[src/rtl/tick_pwm_generator_if.sv]
// Configuration handshake between a PWM controller and tick_pwm_generator:
// a new period/duty pair offered with valid/ready.
interface tick_pwm_generator_if #(
    parameter int WIDTH = 8
);
    logic             cfg_valid;
    logic             cfg_ready;
    logic [WIDTH-1:0] cfg_period;
    logic [WIDTH-1:0] cfg_duty;

    modport master (
        output cfg_valid,
        output cfg_period,
        output cfg_duty,
        input  cfg_ready
    );

    modport slave (
        input  cfg_valid,
        input  cfg_period,
        input  cfg_duty,
        output cfg_ready
    );
endinterface

[src/rtl/tick_pwm_generator.sv]
// Tick-enabled PWM generator with shadowed period/duty applied only at period boundaries.
// Optional feature macro: PWM_PERIOD_DONE_EN adds the period_done pulse output.
module tick_pwm_generator #(
    parameter int WIDTH = 8
) (
    input  logic                 clk,
    input  logic                 rst,
    input  logic                 tick_in,
    input  logic                 enable,
    tick_pwm_generator_if.slave  cfg,
    output logic                 pwm_out,
`ifdef PWM_PERIOD_DONE_EN
    output logic                 period_done,
`endif
    output logic                 busy
);

    typedef enum logic [1:0] {
        IDLE  = 2'd0,
        RUN   = 2'd1,
        DRAIN = 2'd2
    } state_e;

    localparam logic [WIDTH-1:0] ONE        = WIDTH'(1);
    localparam logic [WIDTH-1:0] RST_PERIOD = WIDTH'(15);
    localparam logic [WIDTH-1:0] RST_DUTY   = WIDTH'(8);

    state_e           state_q, state_d;
    logic [WIDTH-1:0] cnt_q, cnt_d;
    logic [WIDTH-1:0] period_sh_q, period_sh_d;
    logic [WIDTH-1:0] duty_sh_q, duty_sh_d;
    logic [WIDTH-1:0] period_act_q, period_act_d;
    logic [WIDTH-1:0] duty_act_q, duty_act_d;
    logic             pending_q, pending_d;
    logic             pwm_q, pwm_d;
    logic             running;
    logic             wrap;
    logic             xfer;
    logic             apply;

    assign running = (state_q != IDLE);
    // Period 0 wraps after 2^WIDTH ticks because the subtraction is modulo 2^WIDTH.
    assign wrap    = running && tick_in && (cnt_q == (period_act_q - ONE));
    assign xfer    = cfg.cfg_valid && !pending_q;

    // State register and all datapath flops.
    always_ff @(posedge clk or posedge rst) begin
        if (rst) begin
            state_q      <= IDLE;
            cnt_q        <= '0;
            period_sh_q  <= RST_PERIOD;
            duty_sh_q    <= RST_DUTY;
            period_act_q <= RST_PERIOD;
            duty_act_q   <= RST_DUTY;
            pending_q    <= 1'b0;
            pwm_q        <= 1'b0;
        end else begin
            state_q      <= state_d;
            cnt_q        <= cnt_d;
            period_sh_q  <= period_sh_d;
            duty_sh_q    <= duty_sh_d;
            period_act_q <= period_act_d;
            duty_act_q   <= duty_act_d;
            pending_q    <= pending_d;
            pwm_q        <= pwm_d;
        end
    end

    // Next-state logic.
    always_comb begin
        state_d = state_q;
        unique case (state_q)
            IDLE: begin
                if (enable) state_d = RUN;
            end
            RUN: begin
                if (!enable) state_d = DRAIN;
            end
            DRAIN: begin
                if (enable)    state_d = RUN;
                else if (wrap) state_d = IDLE;
            end
            default: state_d = IDLE;
        endcase
    end

    // Counter, shadow/active configuration and the registered PWM level.
    always_comb begin
        cnt_d = cnt_q;
        apply = 1'b0;
        if (!running) begin
            // A tick coinciding with the start edge is deliberately dropped.
            cnt_d = '0;
            apply = enable && pending_q;
        end else begin
            if (tick_in) cnt_d = wrap ? '0 : (cnt_q + ONE);
            apply = wrap && pending_q;
        end

        period_act_d = apply ? period_sh_q : period_act_q;
        duty_act_d   = apply ? duty_sh_q   : duty_act_q;
        period_sh_d  = xfer ? cfg.cfg_period : period_sh_q;
        duty_sh_d    = xfer ? cfg.cfg_duty   : duty_sh_q;
        // apply needs pending_q=1 and xfer needs pending_q=0, so they never collide.
        pending_d    = xfer || (pending_q && !apply);

        pwm_d = (state_d != IDLE) && (cnt_d < duty_act_d);
    end

    // Output decode.
    always_comb begin
        busy          = running;
        cfg.cfg_ready = !pending_q;
        pwm_out       = pwm_q;
    end

`ifdef PWM_PERIOD_DONE_EN
    logic period_done_q;

    always_ff @(posedge clk or posedge rst) begin
        if (rst) period_done_q <= 1'b0;
        else     period_done_q <= wrap;
    end

    assign period_done = period_done_q;
`endif

`ifndef SYNTHESIS
    a_pwm_only_when_busy: assert property (
        @(posedge clk) disable iff (rst) pwm_q |-> running);
    a_idle_cnt_zero: assert property (
        @(posedge clk) disable iff (rst) (state_q == IDLE) |-> (cnt_q == '0));
    a_cnt_in_period: assert property (
        @(posedge clk) disable iff (rst) (period_act_q != '0) |-> (cnt_q < period_act_q));
`endif

endmodule

[src/flat_wrapper.sv]
// flat-port wrapper written by rule: the top's interface ports become plain ports
module tick_pwm_generator_flat 
#(
    parameter int WIDTH = 8
)
  (clk, rst, tick_in, enable, pwm_out, busy, cfg_cfg_valid, cfg_cfg_period, cfg_cfg_duty, cfg_cfg_ready);
  tick_pwm_generator_if #(.WIDTH(WIDTH)) cfg_i ();
  input  logic clk;
  input  logic rst;
  input  logic tick_in;
  input  logic enable;
  output logic pwm_out;
  output logic busy;
  input wire logic [$bits(cfg_i.cfg_valid)-1:0] cfg_cfg_valid;
  input wire logic [$bits(cfg_i.cfg_period)-1:0] cfg_cfg_period;
  input wire logic [$bits(cfg_i.cfg_duty)-1:0] cfg_cfg_duty;
  output wire logic [$bits(cfg_i.cfg_ready)-1:0] cfg_cfg_ready;
  assign cfg_i.cfg_valid = cfg_cfg_valid;
  assign cfg_i.cfg_period = cfg_cfg_period;
  assign cfg_i.cfg_duty = cfg_cfg_duty;
  assign cfg_cfg_ready = cfg_i.cfg_ready;
  tick_pwm_generator #(.WIDTH(WIDTH)) u_core (.clk(clk), .rst(rst), .tick_in(tick_in), .enable(enable), .cfg(cfg_i), .pwm_out(pwm_out), .busy(busy));
endmodule
[config.mk]
export PLATFORM = sky130hd
export DESIGN_NAME = tick_pwm_generator_flat
export DESIGN_NICKNAME = d
export VERILOG_FILES = /design/src/rtl/tick_pwm_generator_if.sv /design/src/rtl/tick_pwm_generator.sv /design/src/flat_wrapper.sv
export SDC_FILE = /design/constraint.sdc
export NUM_CORES = 1
export LEC_CHECK = 0
export ABC_AREA = 1
export BUFFER_PORTS_ARGS = -buffer_cell sky130_fd_sc_hd__buf_2
export CORE_MARGIN = 1
export CORE_UTILIZATION = 35
export CTS_CLUSTER_DIAMETER = 200
export DETAILED_ROUTE_END_ITERATION = 6
export GPL_TIMING_DRIVEN = 0
export SYNTH_ARGS = -nofsm -noshare
export SYNTH_HDL_FRONTEND = slang
export SYNTH_SLANG_ARGS = --single-unit
[constraint.sdc]
create_clock -name clk -period 3.32 [get_ports clk]
set_clock_uncertainty 0.15 [all_clocks]
set_input_delay 0.332 -clock clk [delete_from_list [all_inputs] [get_ports clk]]
set_output_delay 0.332 -clock clk [all_outputs]
set_load 0.005 [all_outputs]
Yosys cells after proc, flatten, opt, wreduce, memory -nomap -nowiden
Index checks and enable logic that the tools add are counted.

word-level totals
  output and inout port bits = 3
  flip-flop bits (word level) = 44
  word-level logic and storage cells = 37
  bits of input ports = 21

operators by class
  equal/unequal tests = 3
  mux-type cells = 10
  reductions and logical operators = 13
  add/sub/neg operators = 2
  magnitude comparators = 1

operators with widths
  cell                   count
  $mux W8                4
  $add A8 B1 Y8 const B  1
  $eq A8 B8 Y1           1
  $lt A8 B8 Y1           1
  $mux W2                4
  $sub A8 B1 Y8 const B  1
  $logic_and A1 B1 Y1    7
  $pmux W2 S3            1
  $reduce_bool A2 Y1     2
  $eq A2 B1 Y1 const B   1
  $eq A2 B2 Y1 const B   1
  $logic_not A1 Y1       2
  $logic_not A2 Y1       1
  $logic_or A1 B1 Y1     1
  $mux W1                1

Longest topological paths before layout
Gate-level depths: netlist of the first run.

  depth after elaboration = 8
  mapped depth = 21
  mapped depth without buffers = 20

Least setup slack after synthesis of the first run
No wires, ideal clock.

  kind = reg2reg
  start point = reg u_core.period_act_q[0]
  end point = reg u_core.pwm_q, in the netlist u_core.pwm_out
  required time = 3.097 ns
  library setup time = 0.073 ns
  period minus slack after synthesis = 2.683 ns
  cell stages (with the launch flop) = 18
  buffers on the path = 1
  arrival time = 2.459 ns
  slack = 0.637 ns
  path through = dfstp_2 -> inv_2 -> ha_1 -> a21oi_1 -> nand3_1 -> nor2_1 -> nand2_1 -> nor2_2 -> nand2_2 -> nand2_2 -> nand2_2 -> buf_6 -> o21ai_1 -> inv_1 -> ha_1 -> a21oi_1 -> o221ai_1 -> a21oi_2

between the ends
  word-level cells in the longest chain between the ends = 8
  elaborated cells between the ends (all ways) = 15
  those cells by class = add/sub: 1; order compare: 1; eq/ne: 1; mux: 8; reduce/logical: 4

ends and longest elaborated chain
  item                            line                       source
  start, declared                 tick_pwm_generator.sv:32   logic [WIDTH-1:0] period_act_q, period_act_d;
  start signal, assigned          tick_pwm_generator.sv:62   period_act_q <= period_act_d;
  $sub A8 B1 Y8                   tick_pwm_generator.sv:43   assign wrap = running && tick_in && (cnt_q == (period_act_q - ONE));
  $eq A8 B8 Y1                    tick_pwm_generator.sv:43
  $logic_and A1 B1 Y1             tick_pwm_generator.sv:43
  $logic_and A1 B1 Y1             tick_pwm_generator.sv:97   apply = wrap && pending_q;
  $mux W1                         tick_pwm_generator.sv:91   if (!running) begin
  $mux W8                         tick_pwm_generator.sv:101  duty_act_d = apply ? duty_sh_q : duty_act_q;
  named net u_core.duty_act_d[5]  tick_pwm_generator.sv:33   logic [WIDTH-1:0] duty_act_q, duty_act_d;
  $lt A8 B8 Y1                    tick_pwm_generator.sv:107  pwm_d = (state_d != IDLE) && (cnt_d < duty_act_d);
  $logic_and A1 B1 Y1             tick_pwm_generator.sv:107
  named net u_core.pwm_d          tick_pwm_generator.sv:35   logic pwm_q, pwm_d;
  end signal, assigned            tick_pwm_generator.sv:65   pwm_q <= pwm_d;
  end, declared                   tick_pwm_generator.sv:35

The timed path passes the listed nets, and every way through them passes these cells.
A chain may end at the register's enable or synchronous reset.

Final worst setup path of the first run
Same ends and word-level chain as after synthesis.

==> flow_summary.toml, run 1 <==
[run_status]
outcome = "complete, no violations"

[floorplan]
io_pins = 24
coreArea_um2 = 6100
rows = 28
die_x_um = 82.6
dieHeight_um = 82.6
dieArea_um2 = 6820
start_util = 0.373

[power]
power_density_nw_per_um2 = 758
power.leakage_nw = 1.36
totalPowerFinal_mw = 2.00
vdd_drop_max_mv = 0.369

[grt]
antenna_found_initial = 0
grt_max_degree = 29
grt_pass1_wl_um = 7160
grt_usage = 0.142
overflow = 0
grt_pass1_vias = 1565

[timing]
rsz0062_at_grt = "false"
post-route-period-util = 0.899
finalSetupTns_ns = 0
maxSlewHeadroom = 0.535
max_freq_mhz = 335
finalSetupViolCount = 0
hold_viol_final = 0
worstMarginPinSlew_ns = 0.698
period_minus_slack_ns = 2.98
drv_slew = 0

[cts]
cts_tree = "done"
clock_path_buffers = 2
ctsResizeCount = 0
clock_latency_ns = 0.29
cts_buffers = 5
cts_max_level = 2
clockRootBuffer = "clkbuf_8"
post-cts-setup-buffer-count = 0
cts_hold_buf = 1
clk_pin_slew_ns = 0.08
cts.sinks = 44

[logic_synthesis]
synth.distinct_cells = 26
yosysWarnings = 0
synth-seq-cells = 44
synth_seq_area_share = 0.490
synth_cells = 264
synth_area_um2 = 2270
synth.avg_cell_area_um2 = 8.61
synth_nets = 294

[setup_path]
path_class = "reg -> reg"
cp.required_ns = 3.39
end_kind = "flop"
cp.arrival_ns = 3.06
crit_path_max_fanout = 10
start_kind = "flop"

[final_layout]
drive_above_1_share = 0.242
mostFrequentLayoutCells = "nand2_1 (62), inv_1 (38), dfrtp_1 (34)"
n_fill_cell = 617
final_cells = 372
final_area_um2 = 2640
fin_nets = 326
area_growth_pct = 16.1
fin_util = 0.433
mostFrequentLayoutCell = "nand2_1"
n_antenna_cell = 0

[route]
drt-initial-drc-count = 102
wl_met3_um = 182
drt-pass1-iter-count = 4
wl_met2_um = 1880
via_per_inst = 4.56
ant_nets = 0
drt-wirelength-per-cell_um = 11.1
drt-total-wl_um = 4130
via_count = 1696
top_layer = "met4"
drcViolationCount = 0
wl_met1_um = 2050

[placement]
gp_routability_congestion = 0.769
place_inst = 363
io_buffers = 23
dp_hpwl_um = 3130
post_dp_cell_area_um2 = 2500

[job]
cap_violations = 0

[min_path]
hold_class = "in -> reg"
## power by group
group / internal, mW / switching [mW]
logic: 0.293 / 0.358
clock network: 0.266 / 0.177
registers: 0.787 / 0.119
## synth_stat cells (all sizes together)
master  count  area share
inv        42       0.069
dfrtp      34        0.37
mux2       13       0.066
o21ai      12       0.026
and2        1      0.0028
nor3        2      0.0044
nor2       33       0.057
o221ai      1      0.0039
xnor2       4       0.015
a21oi      16       0.044
clkbuf      2      0.0033
xor2        4       0.015
ha          9       0.050
buf         3       0.012
nand4       1      0.0028
nor3b       1      0.0033
dfstp      10        0.12
nand2      65        0.11
nand3      11       0.024
## worst paths after layout
path	from	end	slack, ns	cells after the start
worst min-delay path	cfg_cfg_duty[2]	u_core.duty_sh_q[2]	0.11	2
worst max register to register	u_core.period_act_q[0]	u_core.pwm_out	0.34	19
max in group asynchronous	rst	u_core.duty_act_q[3]	2.07	4
worst max-delay path	u_core.period_act_q[0]	u_core.pwm_out	0.34	19
min in group asynchronous	rst	u_core.period_act_q[4]	0.40	3
worst min register to register	u_core.duty_sh_q[6]	u_core.duty_sh_q[6]	0.36	1
## cells by family (layout without fill, tap and decap cells)
group,Yosys count,in the layout,share of synthesized area
xor gates and xnor gates,8,8,0.0308
buffers and inverters,47,80,0.0848
DFF,44,44,0.490
AOI/OAI and AO/OA,29,29,0.0738
muxes,13,13,0.0661
adders and majority gates,9,9,0.0496
and+or+nand+nor,114,114,0.205
## area by class of cell
class | count | area [µm²] | share of cell area
Clock inverter | 1 | 30.0 | 0.0114
Timing Repair Buffer | 25 | 145 | 0.0550
Multi-Input combinational cell | 173 | 966 | 0.366
Clock buffer | 7 | 96.3 | 0.0365
Tap cell | 75 | 93.8 | 0.0356
Sequential cell | 44 | 1110 | 0.422
Buffer | 5 | 35.0 | 0.0133
Inverter | 42 | 158 | 0.0598
## stage by stage
step / hold slack, ns / setup slack, ns
after CTS: 0.107 / 0.297
after floorplan: 0.299 / 0.637
after global placement: 0.337 / 0.337
after global routing: 0.106 / 0.0185
final: 0.114 / 0.336
after detailed placement: 0.181 / 0.330
## critical path, stage by stage, from the launching register on
cell	delay, ns
dfstp_2	0.54
inv_2	0.06
ha_1	0.31
nor2_1	0.11
nor2_1	0.05
nand3_1	0.07
nor2_1	0.04
nand2_1	0.06
nor2_2	0.04
nand2_2	0.09
nand2_2	0.09
nand2_2	0.09
buf_2	0.25
nand2_1	0.08
o21ai_1	0.10
inv_1	0.07
ha_1	0.29
a21oi_1	0.15
o221ai_1	0.14
a21oi_2	0.12
## sequential cells by signal (all words and copies together), names as in the netlist
register	cells
u_core.duty_act_q	8
u_core.cnt_q	8
u_core.pending_q	1
u_core.period_act_q	8
u_core.period_sh_q	8
u_core.state_q	2
u_core.pwm_out	1
u_core.duty_sh_q	8
## layer usage
metal,vias to the layer above,track usage
met1,779,0.189
li1,886,-
met3,2,0.0341
met5,-,0
met4,0,0.0362
met2,29,0.232
(Power assumes the default switching activity.)
==> inputs of run 2 (changes only) <==
Settings changed: BUFFER_PORTS_ARGS -buffer_cell sky130_fd_sc_hd__buf_2 to not set, DONT_BUFFER_PORTS set to 1.
==> run 2 against run 1 <==
Against the previous run:
- total power fell by 5.5%
- critical path type unchanged
- clock-buffer cell count is 1 lower
- sequential share of layout area rose by 2.3 points
- largest cell class unchanged
- register-to-register slack got worse by 0.05 ns
- first-iteration DRC count fell by 21%
==> flow_summary.toml, run 2 (synthesized netlist as in run 1, its figures left out) <==
[setup_path]
crit_buf_inv = 3
critPathSlowestCell = "dfstp_2"
slowest_delay_ns = 0.55
start_kind = "flop"
path_cells = "inv_2 -> ha_1 -> a21oi_1 -> nand3_1 -> nor2_1 -> nand2_1 -> nor2_2 -> nand2_2 -> nand2_2 -> nand2_2 -> buf_6 -> o21ai_1 -> inv_1 -> ha_1 -> a21oi_1 -> o221ai_1 -> a21oi_2"
crit_path_max_fanout = 10
cp.required_ns = 3.40
path_common_cell = "nand2_2"
cp.arrival_ns = 3.11
end_kind = "flop"
path_class = "reg -> reg"
crit_family = "compound AO/OA/AOI/OAI gates"

[timing]
drv_slew = 0
post-route-period-util = 0.913
maxSlewHeadroom = 0.548
worstMarginPinSlew_ns = 0.679
hold_viol_final = 0
finalSetupTns_ns = 0
finalSetupViolCount = 0
max_freq_mhz = 330
layout_setup_ws_ns = 0.289
rsz0062_at_grt = "false"
period_minus_slack_ns = 3.03

[cts]
clock_path_buffers = 2
clk_pin_slew_ns = 0.08
cts.sinks = 44
cts_buffers = 5
clockRootBuffer = "clkbuf_8"
cts_tree = "done"
post-cts-setup-buffer-count = 0
clock_latency_ns = 0.29
cts_max_level = 2

[grt]
grt_pass1_wl_um = 7210
grt_max_degree = 30
grt_usage = 0.144
overflow = 0
antenna_found_initial = 0
grt_pass1_vias = 1572

[route]
drt-pass1-iter-count = 4
drt-wirelength-per-cell_um = 11.9
wl_met3_um = 138
drt-total-wl_um = 4170
top_layer = "met4"
wl_met2_um = 1880
via_per_inst = 4.60
ant_nets = 0
via_count = 1609
wl_met1_um = 2100
drt-initial-drc-count = 81
drcViolationCount = 0

[job]
cap_violations = 0

[final_layout]
drive_above_1_share = 0.178
fin_util = 0.410
n_antenna_cell = 0
fin_nets = 304
mostFrequentLayoutCells = "nand2_1 (62), inv_1 (38), dfrtp_1 (34)"
area_growth_pct = 10.1
register_area_um2 = 1110
final_cells = 350
mostFrequentLayoutCell = "nand2_1"
n_fill_cell = 627
multi_input_area_um2 = 966

[power]
internal_power_mw = 1.23
switching_share = 0.347
totalPowerFinal_mw = 1.89
vdd_drop_max_mv = 0.371
power.leakage_nw = 1.26
power.switching_uw = 655
power_frac_clock = 0.184
pwr-share-seq = 0.482
power_density_nw_per_um2 = 755
comb_power_share = 0.334

[run_status]
outcome = "complete, no violations"

[floorplan]
die_x_um = 82.6
start_util = 0.373
dieHeight_um = 82.6
rows = 28
io_pins = 24
dieArea_um2 = 6820
coreArea_um2 = 6100

[min_path]
hold_class = "in -> reg"

[placement]
place_inst = 340
gp_routability_congestion = 0.786
dp_slack_ns = 0.281
dp_hpwl_um = 3070
io_buffers = 0
run 2: changes by cell type in the layout (fill, tap and decap cells not counted), sizes merged:
cell,change
bufinv,-1
dlygate4sd3,+1
clkinv,+2
buf,-24
run 2: layer usage:
metal,vias to the layer above,GRT usage
met1,737,0.192
met5,-,0
li1,845,-
met4,0,0.0569
met2,23,0.234
met3,4,0.0253
run 2: through the flow:
step	hold WS, ns	cell area, µm²
CTS	0.0214	2500
global route	0.0193	2500
detailed placement	0.0590	2390
global placement	0.311	2370
floorplan	0.299	2270
finish	0.0293	2500
run 2: final cells by class:
| class | count | share of cell area |
|---|---|---|
| Clock inverter | 2 | 0.00400 |
| Sequential cell | 44 | 0.445 |
| Buffer | 5 | 0.0150 |
| Tap cell | 75 | 0.0375 |
| Timing Repair Buffer | 3 | 0.0160 |
| Multi-Input combinational cell | 173 | 0.386 |
| Inverter | 42 | 0.0630 |
| Clock buffer | 6 | 0.0330 |
run 2: power by group through the flow:
stage	Sequential, mW	Combinational (mW)	Clock (mW)
after floorplan	0.888	0.533	0
after global routing	0.940	0.739	0.377
after CTS	0.911	0.640	0.360
after detailed placement	0.922	0.632	0
final	0.911	0.632	0.347
after global placement	0.915	0.618	0
run 2: what timing repair did:
item / CTS / global route
endpoints found under the setup margin: 0 / 1
gates resized for setup: 0 / 1
hold buffers: 2 / 0
endpoints found under the hold margin: 8 / 0
run 2: worst paths after layout:
| kind | start | to | slack, ns | depth (start not counted) |
|---|---|---|---|---|
| setup / recovery | u_core.period_act_q[0] | u_core.pwm_out | 0.29 | 17 |
| hold / removal | cfg_cfg_duty[1] | u_core.duty_sh_q[1] | 0.03 | 1 |
| setup reg to reg | u_core.period_act_q[0] | u_core.pwm_out | 0.29 | 17 |
| hold reg to reg | u_core.period_sh_q[5] | u_core.period_act_q[5] | 0.36 | 1 |
| max in group asynchronous | rst | u_core.duty_act_q[3] | 2.17 | 3 |
| min in group asynchronous | rst | u_core.period_sh_q[7] | 0.31 | 2 |
